`src/rtl/trig_link_pkg.sv`:
```
// trig_link_pkg: shared framing constants, receiver state encoding and helpers for the trigger-phase link
package trig_link_pkg;
    localparam logic [31:0] IDLE_WORD = 32'h33333335;
    localparam logic [7:0]  IDLE_B0   = IDLE_WORD[7:0];
    localparam logic [7:0]  IDLE_BN   = IDLE_WORD[15:8];
    localparam logic [7:0]  TRIG_PAD  = 8'h00;
    typedef enum logic [1:0] {HUNT, VERIFY, LOCKED} rx_state_t;
    function automatic logic [7:0] bitrev8(input logic [7:0] d);
        logic [7:0] r;
        for (int i = 0; i < 8; i++) r[i] = d[7-i];
        return r;
    endfunction
endpackage

```
`src/rtl/trig_phase_rx.sv`:
```
// trig_phase_rx: aligns the byte-serial trigger-phase link, classifies frames and reports triggers
module trig_phase_rx
    import trig_link_pkg::*;
#(
    parameter int LOCK_COUNT = 4,
    parameter int ERR_LIMIT  = 3
) (
    input  logic        clk160,
    input  logic        resetn,
    input  logic [7:0]  rx_word,
    input  logic        clear_counters,
    output logic        locked,
    output logic        frame_strobe,
    output logic        trig_valid,
    output logic [7:0]  trig_phase,
    output logic [31:0] trig_count,
    output logic [15:0] err_count
);
    localparam int LW = $clog2(LOCK_COUNT + 1);
    localparam int EW = $clog2(ERR_LIMIT + 1);
    rx_state_t     r_state, w_state_nx;
    logic [1:0]    r_slot;
    logic [2:0]    r_idle_f, r_trig_f;
    logic          r_prev_b0;
    logic [LW-1:0] r_idle_run;
    logic [EW-1:0] r_bad_run;
    logic          w_last, w_idle, w_trig, w_err, w_align, w_acc, w_bad;
    assign w_last  = r_state != HUNT && r_slot == 2'd3;
    assign w_idle  = w_last && &r_idle_f && rx_word == IDLE_BN;
    assign w_trig  = w_last && &r_trig_f;
    assign w_err   = w_last && !w_idle && !w_trig;
    assign w_align = r_state == HUNT && r_prev_b0 && rx_word == IDLE_BN;
    assign w_acc   = r_state == LOCKED && w_trig;
    assign w_bad   = r_state == LOCKED && w_err;
    assign locked  = r_state == LOCKED;
    always_comb begin
        w_state_nx = r_state;
        if (w_align)
            w_state_nx = VERIFY;
        else if (r_state == VERIFY && w_last)
            w_state_nx = !w_idle ? HUNT : r_idle_run == LW'(LOCK_COUNT - 1) ? LOCKED : VERIFY;
        else if (w_bad && r_bad_run == EW'(ERR_LIMIT - 1))
            w_state_nx = HUNT;
    end
    always_ff @(posedge clk160) begin
        if (!resetn) begin
            r_state      <= HUNT;
            r_slot       <= '0;
            r_idle_f     <= '0;
            r_trig_f     <= '0;
            r_prev_b0    <= 1'b0;
            r_idle_run   <= '0;
            r_bad_run    <= '0;
            frame_strobe <= 1'b0;
            trig_valid   <= 1'b0;
            trig_phase   <= '0;
            trig_count   <= '0;
            err_count    <= '0;
        end else begin
            r_state   <= w_state_nx;
            r_prev_b0 <= rx_word == IDLE_B0;
            r_slot    <= w_align ? 2'd2 : r_slot + 2'd1;
            // the aligning pair already supplied slots 0 and 1 of the first frame
            if (w_align) begin
                r_idle_f <= 3'b011;
                r_trig_f <= 3'b000;
            end else if (r_slot != 2'd3) begin
                r_idle_f[r_slot] <= rx_word == (r_slot == 2'd0 ? IDLE_B0 : IDLE_BN);
                r_trig_f[r_slot] <= rx_word == TRIG_PAD;
            end
            r_idle_run   <= w_state_nx != VERIFY ? '0 : w_idle ? r_idle_run + 1'b1 : r_idle_run;
            r_bad_run    <= w_state_nx != LOCKED ? '0 : w_err ? r_bad_run + 1'b1 : w_last ? '0 : r_bad_run;
            frame_strobe <= w_last;
            trig_valid   <= w_acc;
            trig_phase   <= w_acc ? bitrev8(rx_word) : trig_phase;
            trig_count   <= clear_counters ? '0 : w_acc ? trig_count + 32'd1 : trig_count;
            err_count    <= clear_counters ? '0 : (w_bad && err_count != 16'hFFFF) ? err_count + 16'd1 : err_count;
        end
    end
endmodule

```
`config.mk`:
```
export PLATFORM = sky130hd
export DESIGN_NAME = trig_phase_rx
export DESIGN_NICKNAME = d
export VERILOG_FILES = /design/src/rtl/trig_link_pkg.sv /design/src/rtl/trig_phase_rx.sv
export SDC_FILE = /design/constraint.sdc
export NUM_CORES = 1
export LEC_CHECK = 0
export ABC_AREA = 1
export BUFFER_PORTS_ARGS = -buffer_cell sky130_fd_sc_hd__buf_2
export CORE_MARGIN = 2
export CORE_UTILIZATION = 50
export CTS_CLUSTER_SIZE = 40
export DETAILED_ROUTE_END_ITERATION = 10
export GPL_TIMING_DRIVEN = 0
export PLACE_DENSITY = 0.87
export REMOVE_ABC_BUFFERS = 1
export SETUP_SLACK_MARGIN = 0.1
export SYNTH_ARGS = -nofsm -noshare
export SYNTH_HDL_FRONTEND = slang
export SYNTH_SLANG_ARGS = --single-unit
```
`constraint.sdc`:
```
create_clock -name clk160 -period 1.7 [get_ports clk160]
set_clock_uncertainty 0.1 [all_clocks]
set_input_delay 0.51 -clock clk160 [delete_from_list [all_inputs] [get_ports clk160]]
set_output_delay 0.51 -clock clk160 [all_outputs]
set_load 0.02 [all_outputs]
```
### After elaboration in Yosys (flattened, before gate mapping)

Cells that the tools add are included.

* logic and storage cells: 77
* register bits after elaboration: 74

* $lt $le $gt $ge: 2
* reductions and logical operators: 28
* equality and inequality tests: 12
* add/sub/neg operators: 5
* bitwise logic cells: 1
* multiplexer cells: 15

Operator list (count)
* $add A32 B1 Y32 const B: 1
* $mux W2: 10
* $add A16 B1 Y16 const B: 1
* $eq A8 B6 Y1 const B: 2
* $ne A16 B16 Y1 const B: 1
* $logic_and A1 B1 Y1: 14
* $eq A8 B6 Y1: 1
* $logic_not A8 Y1: 1
* $reduce_or A2 Y1: 4
* $bwmux W3: 2
* $eq A2 B2 Y1 const B: 3
* $reduce_and A3 Y1: 2
* $reduce_bool A2 Y1: 3
* $add A2 B1 Y2 const B: 2
* $logic_not A2 Y1: 2
* $ne A2 B2 Y1 const B: 2
* $add A3 B1 Y3 const B: 1
* $eq A3 B2 Y1 const B: 1
* $lt A2 B3 Y1 const B: 1
* $mux W3: 1
* $demux W1 S2: 1
* $eq A2 B1 Y1 const B: 1
* $ge A2 B1 Y1 const B: 1
* $logic_not A1 Y1: 2
* 3 further kinds: 3

### Longest topological paths before layout

Gate-level depths: netlist (run 1).

* depth in word-level cells: 14
* depth in mapped cells: 13

### Least setup slack after synthesis (run 1)

No wires, ideal clock.

* kind: register to register
* start point: register err_count[0]
* end point: register err_count[6]
* arrival: 1775 ps
* data required time: 1485 ps
* buffers on the path: 2
* clock period less this slack: 1990 ps
* cell stages (with the launch flop): 11
* slack: -290 ps
* cell sequence: dfxtp_1 -> ha_1 -> nand3_2 -> nor3_4 -> nand3b_1 -> nor2_2 -> nor2_2 -> buf_6 -> buf_12 -> a21oi_1 -> nor2_1

* longest elaborated chain between the ends: 2
* elaborated cells between the ends (all ways): 3
* classes of those cells: 1 x add/sub; 1 x eq/ne; 1 x reduce/logical

RTL lines
* start, declared: RTL line trig_phase_rx.sv:17 `output logic [15:0] err_count`
* start signal, assigned: RTL line trig_phase_rx.sv:77 `err_count <= clear_counters ? '0 : (w_bad && err_count != 16'hFFFF) ? err_count + 16'd1 : err_count;`
* parallel branches: the longest is 2 deep, another holds $add A16 B1 Y16

Several ways; the timed one is not identified.
A chain may end at the register's enable or synchronous reset.

### Worst setup path in the final report (run 1)

* start point: register err_count[0]
* end point: register err_count[5]

Same word-level chain as after synthesis.

==> results of run 1 <==
[timing repair]
item / in CTS / in global routing
endpoints found under the setup margin: 73 / 85
pin swaps: 27 / 40
setup buffers: 39 / 25
gates cloned: 4 / 1
gates resized for setup: 77 / 154
[power breakdown]
group / leakage (nW) / switching (W) / internal (W)
Clock: 0.116 / 0.000715 / 0.000969
Sequential: 0.620 / 0.00000536 / 0.00172
Combinational: 1.59 / 0.000113 / 0.0000650
[worst max path at each step]
stage | cells after the start | endpoint | slack (ns) | startpoint
4_1_cts | 10 | trig_count[22]$_SDFFE_PP0P_ | -0.06 | r_state[1]$_SDFF_PN0_
3_3_place_gp | 6 | trig_count[8]$_SDFFE_PP0P_ | -2.51 | resetn
3_5_place_dp | 6 | trig_count[8]$_SDFFE_PP0P_ | -1.86 | resetn
6_report | 11 | err_count[5]$_SDFFE_PP0P_ | -0.30 | err_count[0]$_SDFFE_PP0P_
5_1_grt | 9 | trig_count[21]$_SDFFE_PP0P_ | -0.41 | r_state[1]$_SDFF_PN0_
2_1_floorplan | 5 | trig_count[8]$_SDFFE_PP0P_ | -0.90 | resetn
[sequential cells by signal (all words and copies together) (netlist names)]
name,cells
r_bad_run,2
r_slot,2
trig_count,32
frame_strobe,1
trig_valid,1
r_idle_f,3
err_count,16
r_state,2
r_idle_run,3
r_prev_b0,1
trig_phase,8
r_trig_f,3
[area by class of cell]
| cell class | count | area share |
|---|---|---|
| clock buffers | 10 | 0.0222 |
| clock inverters | 5 | 0.0181 |
| inverters | 63 | 0.0455 |
| multi-input cells | 406 | 0.454 |
| flip-flops and latches | 74 | 0.271 |
| well taps | 102 | 0.0222 |
| repair buffers | 131 | 0.166 |
| repair inverters | 1 | 0.00109 |
[kinds of logic (layout without fill, tap and decap cells)]
group / after synthesis / in the layout / synth area share
AOI/OAI and AO/OA: 80 / 80 / 0.116
xor gates and xnor gates: 14 / 14 / 0.0316
adders and majority gates: 9 / 9 / 0.0290
buffers and inverters: 74 / 210 / 0.0809
DFF: 74 / 74 / 0.382
muxes: 2 / 2 / 0.00548
and+or+nand+nor: 297 / 301 / 0.356
[layer usage]
metal  global-route usage  vias up  part of all wire
li1                     -     2063                 -
met1                0.326     2231              0.35
met2                0.463      376              0.48
met3               0.0411      120             0.097
met4                0.124        0             0.072
met5                    0        -                 0
[worst register-to-register path, delay by kind of cell, from the launching register on]
family,cells,cell delay [ns]
flops,1,0.37
simple gates,8,1.03
fa+ha+maj,1,0.15
buf+inv,2,0.27
[metrics by stage]
step | worst slack (ns) | total power [W] | hold WS [ns] | std cells
final | -0.295 | 0.00359 | 0.271 | 792
after global routing | -0.410 | 0.00366 | 0.272 | 792
after CTS | -0.0573 | 0.00351 | 0.264 | 768
after detailed placement | -1.86 | 0.00189 | 0.360 | 710
after global placement | -2.51 | 0.00189 | 0.346 | 710
after floorplan | -0.903 | 0.00185 | 0.333 | 539
[placed cells by master (no fill, tap or decap), types with 5 or more instances in the layout]
master    instances
dfxtp_2          31
o21ai_1           5
a21oi_1          33
buf_2            64
nand4_1          13
nand2_1         112
clkbuf_8          9
a21oi_2          11
inv_2             5
nand3_1          21
dfxtp_4          10
o21ai_2          12
nand3_2           7
xnor2_1           5
o21ai_0           8
nor3_1           12
inv_1            53
nor2_1           59
nand2_4          10
ha_1              5
buf_6            28
dfxtp_1          33
nor2_4           19
xor2_1            8
nor2_2           17
nand2_2           9
nor3_4            5
nand3_4           5
buf_4            37
==> results.toml, run 1 <==
[worst_setup_path]
cp_common_cell = "nor2_4"
worstSetupPathType = "reg -> reg"
worstPathCellList = "ha_4, nand3_4, nor3_4, nand3b_1, nor2_4, nor2_4, buf_12, buf_6, nand3_2, nand2_1, nor2_1"
startpoint_type = "flip-flop"
rr_worst_depth = 11
worstSetupEndpointType = "flip-flop"
reg2reg_slack_ns = -0.30
critPathMaxStageDelay_ns = 0.37
cp_top_family = "simple AND/OR/NAND/NOR gates"
cp.arrival_ns = 2.18
r2r_start = "err_count[0]$_SDFFE_PP0P_"
worst_path_max_delay_cell = "dfxtp_4"
required_ns = 1.89
r2r_end = "err_count[5]$_SDFFE_PP0P_"
path_max_fanout = 7
crit_buf_inv = 2

[routing]
drtPass1Iterations = 7
drc = 0
wire_per_inst_um = 18.5
first_iter_violations = 557
detail-route-antenna-nets = 0
via_per_inst = 6.05
drt-total-wl_um = 14700
dr_total_vias = 4790

[logic_synthesis]
synth.cells.most_frequent = "125 x nand2_1, 82 x nor2_1, 74 x dfxtp_1, 58 x inv_1, 41 x a21oi_1"
syn-cell-area_um2 = 3880
synth.area.top_cells = "dfxtp_1 38%, nand2_1 12%, nor2_1 7.9%, inv_1 5.6%, a21oi_1 5.3%"
synth_cell_types = 44
synth-async-reset-ratio = 0
ys_warn_count = 0
synth_top_area_frac = 0.382
ys.flop_type = "dfxtp_1"
postSynthCellCount = 550
syn_area_per_cell_um2 = 7.06
synth_seq_cells = 74
yosysTopAreaCell = "dfxtp_1"
yosysMostFrequentCell = "nand2_1"
synth_edf_count = 0
ys_seq_area_frac = 0.382

[cells_and_area]
fillers = 431
final_area_um2 = 5740
multi_input_area_um2 = 2610
nets = 706
drive_gt1_frac = 0.448
seq_area_um2 = 1560
postLayoutCoreUtil = 0.755
syn_to_final_growth_pct = 48.0
n_antenna_cell = 0

[power]
max-vdd-ir-drop_mv = 0.652
p_per_area_nw_per_um2 = 625
p_leak_nw = 2.33

[min_path]
hold_path_depth = 2
hold_path_class = "in -> reg"
min_from = "rx_word[1]"
hold_path_end = "r_prev_b0$_SDFF_PN0_"

[place]
gp_congestion = 0.937
place_hpwl_um = 6660
numPortBuffers = 69
dpl-instance-area_um2 = 4280

[die]
rows = 32
die_width_um = 92.1
die_h_um = 92.1
initial_utilization = 0.510
pin_count = 70
core_um2 = 7610
die_area_um2 = 8490

[clock_network]
cts_made_buffers = 9
cts.sinks = 74
cts-root-buf = "clkbuf_8"
hold_buffers = 0
clk_pin_slew_ns = 0.09
htreeDepth = 3
cts_buffer_depth = 2
insertion_delay_ns = 0.36
cts_tree = "built"

[sta]
hold_viol = 0
rsz0062_at_grt = "yes"
worst_slack_ns = -0.295
setup_viol = 34
max_freq_mhz = 501
fin_crit_ns = 2.00
worstMarginPinSlew_ns = 0.697
final.setup.tns_ns = -3.85
period_share = 1.17
slew-limit-headroom = 0.535
slew_viol_final = 0

[global_route]
antenna_found_initial = 0
grt_pass1_wl_um = 18200
grt_pass1_vias = 3982
grt_max_degree = 27
grt_overflow_total = 0
grt_usage = 0.268

[status]
run_status = "complete, but fails checks"
violations = "negative setup slack"

[flow_run]
drv_cap = 0
Note: power is estimated with default switching activity, not from simulation.
==> inputs of run 2 (changes only) <==
--- a/config.mk
+++ b/config.mk
@@ -15,6 +15,8 @@
 export PLACE_DENSITY = 0.87
 export REMOVE_ABC_BUFFERS = 1
 export SETUP_SLACK_MARGIN = 0.1
+export SKIP_LAST_GASP = 1
 export SYNTH_ARGS = -nofsm -noshare
 export SYNTH_HDL_FRONTEND = slang
 export SYNTH_SLANG_ARGS = --single-unit
+export TNS_END_PERCENT = 1
==> results.toml, run 2 (same netlist as run 1, synthesis figures left out) <==
[cells_and_area]
multi_input_area_um2 = 2240
layout_common_cells = "124 x nand2_1, 76 x nor2_1, 69 x buf_2, 62 x dfxtp_1, 57 x inv_1"
syn_to_final_growth_pct = 27.9
n_antenna_cell = 0
top_register = "trig_count"
nets = 674
largest_reg_flops = 32
fillers = 616
layout_commonest_cell = "nand2_1"
seq_area_um2 = 1510
postLayoutCoreUtil = 0.653
drive_gt1_frac = 0.274
reg.largest.list = "trig_count x32, err_count x16, trig_phase x8"

[clock_network]
clk_pin_slew_ns = 0.08
hold_buffers = 0
cts_buffer_depth = 2
cts_tree = "built"
cts-root-buf = "clkbuf_8"
insertion_delay_ns = 0.36
cts.sinks = 74
cts_made_buffers = 9
htreeDepth = 3

[sta]
hold_viol = 0
fin_crit_ns = 1.79
rsz0062_at_grt = "yes"
worst_slack_ns = -0.0929
worstMarginPinSlew_ns = 0.600
slew_viol_final = 0
slew-limit-headroom = 0.596
setup_viol = 23
max_freq_mhz = 558
period_share = 1.05

[worst_setup_path]
path_max_fanout = 10
r2r_end = "err_count[11]$_SDFFE_PP0P_"
startpoint_type = "flip-flop"
rr_worst_depth = 8
required_ns = 1.85
worstSetupPathType = "reg -> reg"
reg2reg_slack_ns = -0.09
cp.arrival_ns = 1.94
r2r_start = "err_count[8]$_SDFFE_PP0P_"
startpoint = "err_count[8]$_SDFFE_PP0P_"
worstSetupEndpointType = "flip-flop"

[routing]
detail-route-antenna-nets = 0
dr_total_vias = 4090
wire_per_inst_um = 13.9
drc = 0
via_per_inst = 5.38
drt-total-wl_um = 10600
first_iter_violations = 272
drtPass1Iterations = 5

[power]
p_leak_nw = 2.00
p_per_area_nw_per_um2 = 708
max-vdd-ir-drop_mv = 0.401
total_power_w = 0.00352

[global_route]
grt_overflow_total = 0
grt_max_degree = 27
grt_pass1_wl_um = 17300
grt_usage = 0.255
grt_pass1_vias = 3832
antenna_found_initial = 0

[die]
die_area_um2 = 8490
initial_utilization = 0.510
die_width_um = 92.1
pin_count = 70
rows = 32
die_h_um = 92.1
core_um2 = 7610

[status]
run_status = "complete, but fails checks"
violations = "negative setup slack"

[flow_run]
drv_cap = 0

[place]
post-place-ws_ns = -1.86
numPortBuffers = 69
gp_congestion = 0.937
place_hpwl_um = 6660

[min_path]
hold_path_class = "in -> reg"
min_from = "rx_word[1]"
hold_path_depth = 2
hold_path_end = "r_prev_b0$_SDFF_PN0_"
run 2: final cells by class:
class | count | share of cell area
repair buffers | 101 | 0.123
clock buffers | 10 | 0.0257
multi-input cells | 405 | 0.451
flip-flops and latches | 74 | 0.303
clock inverters | 5 | 0.0209
well taps | 102 | 0.0257
inverters | 63 | 0.0496
run 2: through the flow:
stage / instance area (µm²) / TNS (ns) / hold WS [ns] / cells
global placement: 4280 / -82.84 / 0.346 / 710
detailed placement: 4280 / -59.03 / 0.360 / 710
finish: 4960 / -1.11 / 0.271 / 760
CTS: 4940 / -0.890 / 0.264 / 759
global route: 4960 / -5.18 / 0.273 / 760
floorplan: 3800 / -23.49 / 0.333 / 539
run 2: repair_timing:
action / 4_1_cts / 5_1_grt
setup endpoints to repair: 73 / 90
cloned: 3 / 0
gates resized for setup: 45 / 9
setup buffers: 31 / 1
pin swaps: 17 / 9
run 2: routing by layer:
metal  wire length (µm)  vias to the layer above  track usage
li1                   -                     1995            -
met1               4370                     1903        0.305
met2               5150                      153        0.434
met3                660                       39       0.0460
met4                391                        0        0.138
met5                  0                        -            0
run 2: worst max path at each step:
stage / slack, ns / cells past startpoint / endpoint
floorplan: -0.90 / 5 / trig_count[8]$_SDFFE_PP0P_
global placement: -2.51 / 6 / trig_count[8]$_SDFFE_PP0P_
detailed placement: -1.86 / 6 / trig_count[8]$_SDFFE_PP0P_
CTS: -0.06 / 10 / trig_count[22]$_SDFFE_PP0P_
global route: -0.18 / 8 / err_count[11]$_SDFFE_PP0P_
finish: -0.09 / 8 / err_count[11]$_SDFFE_PP0P_
run 2: critical path, stage by stage (launching register included):
cell	delay, ns
dfxtp_1	0.42
nand2_2	0.12
nor3_4	0.25
nand3b_1	0.20
nor2_4	0.16
buf_4	0.14
nor2_4	0.06
a21oi_2	0.15
nor2_1	0.06
run 2: power breakdown:
| part | internal, W | switching [W] | total, W |
|---|---|---|---|
| Combinational | 0.0000471 | 0.0000882 | 0.000135 |
| Sequential | 0.00173 | 0.00000521 | 0.00174 |
| Clock | 0.000968 | 0.000677 | 0.00165 |
| Total | 0.00275 | 0.000770 | 0.00352 |
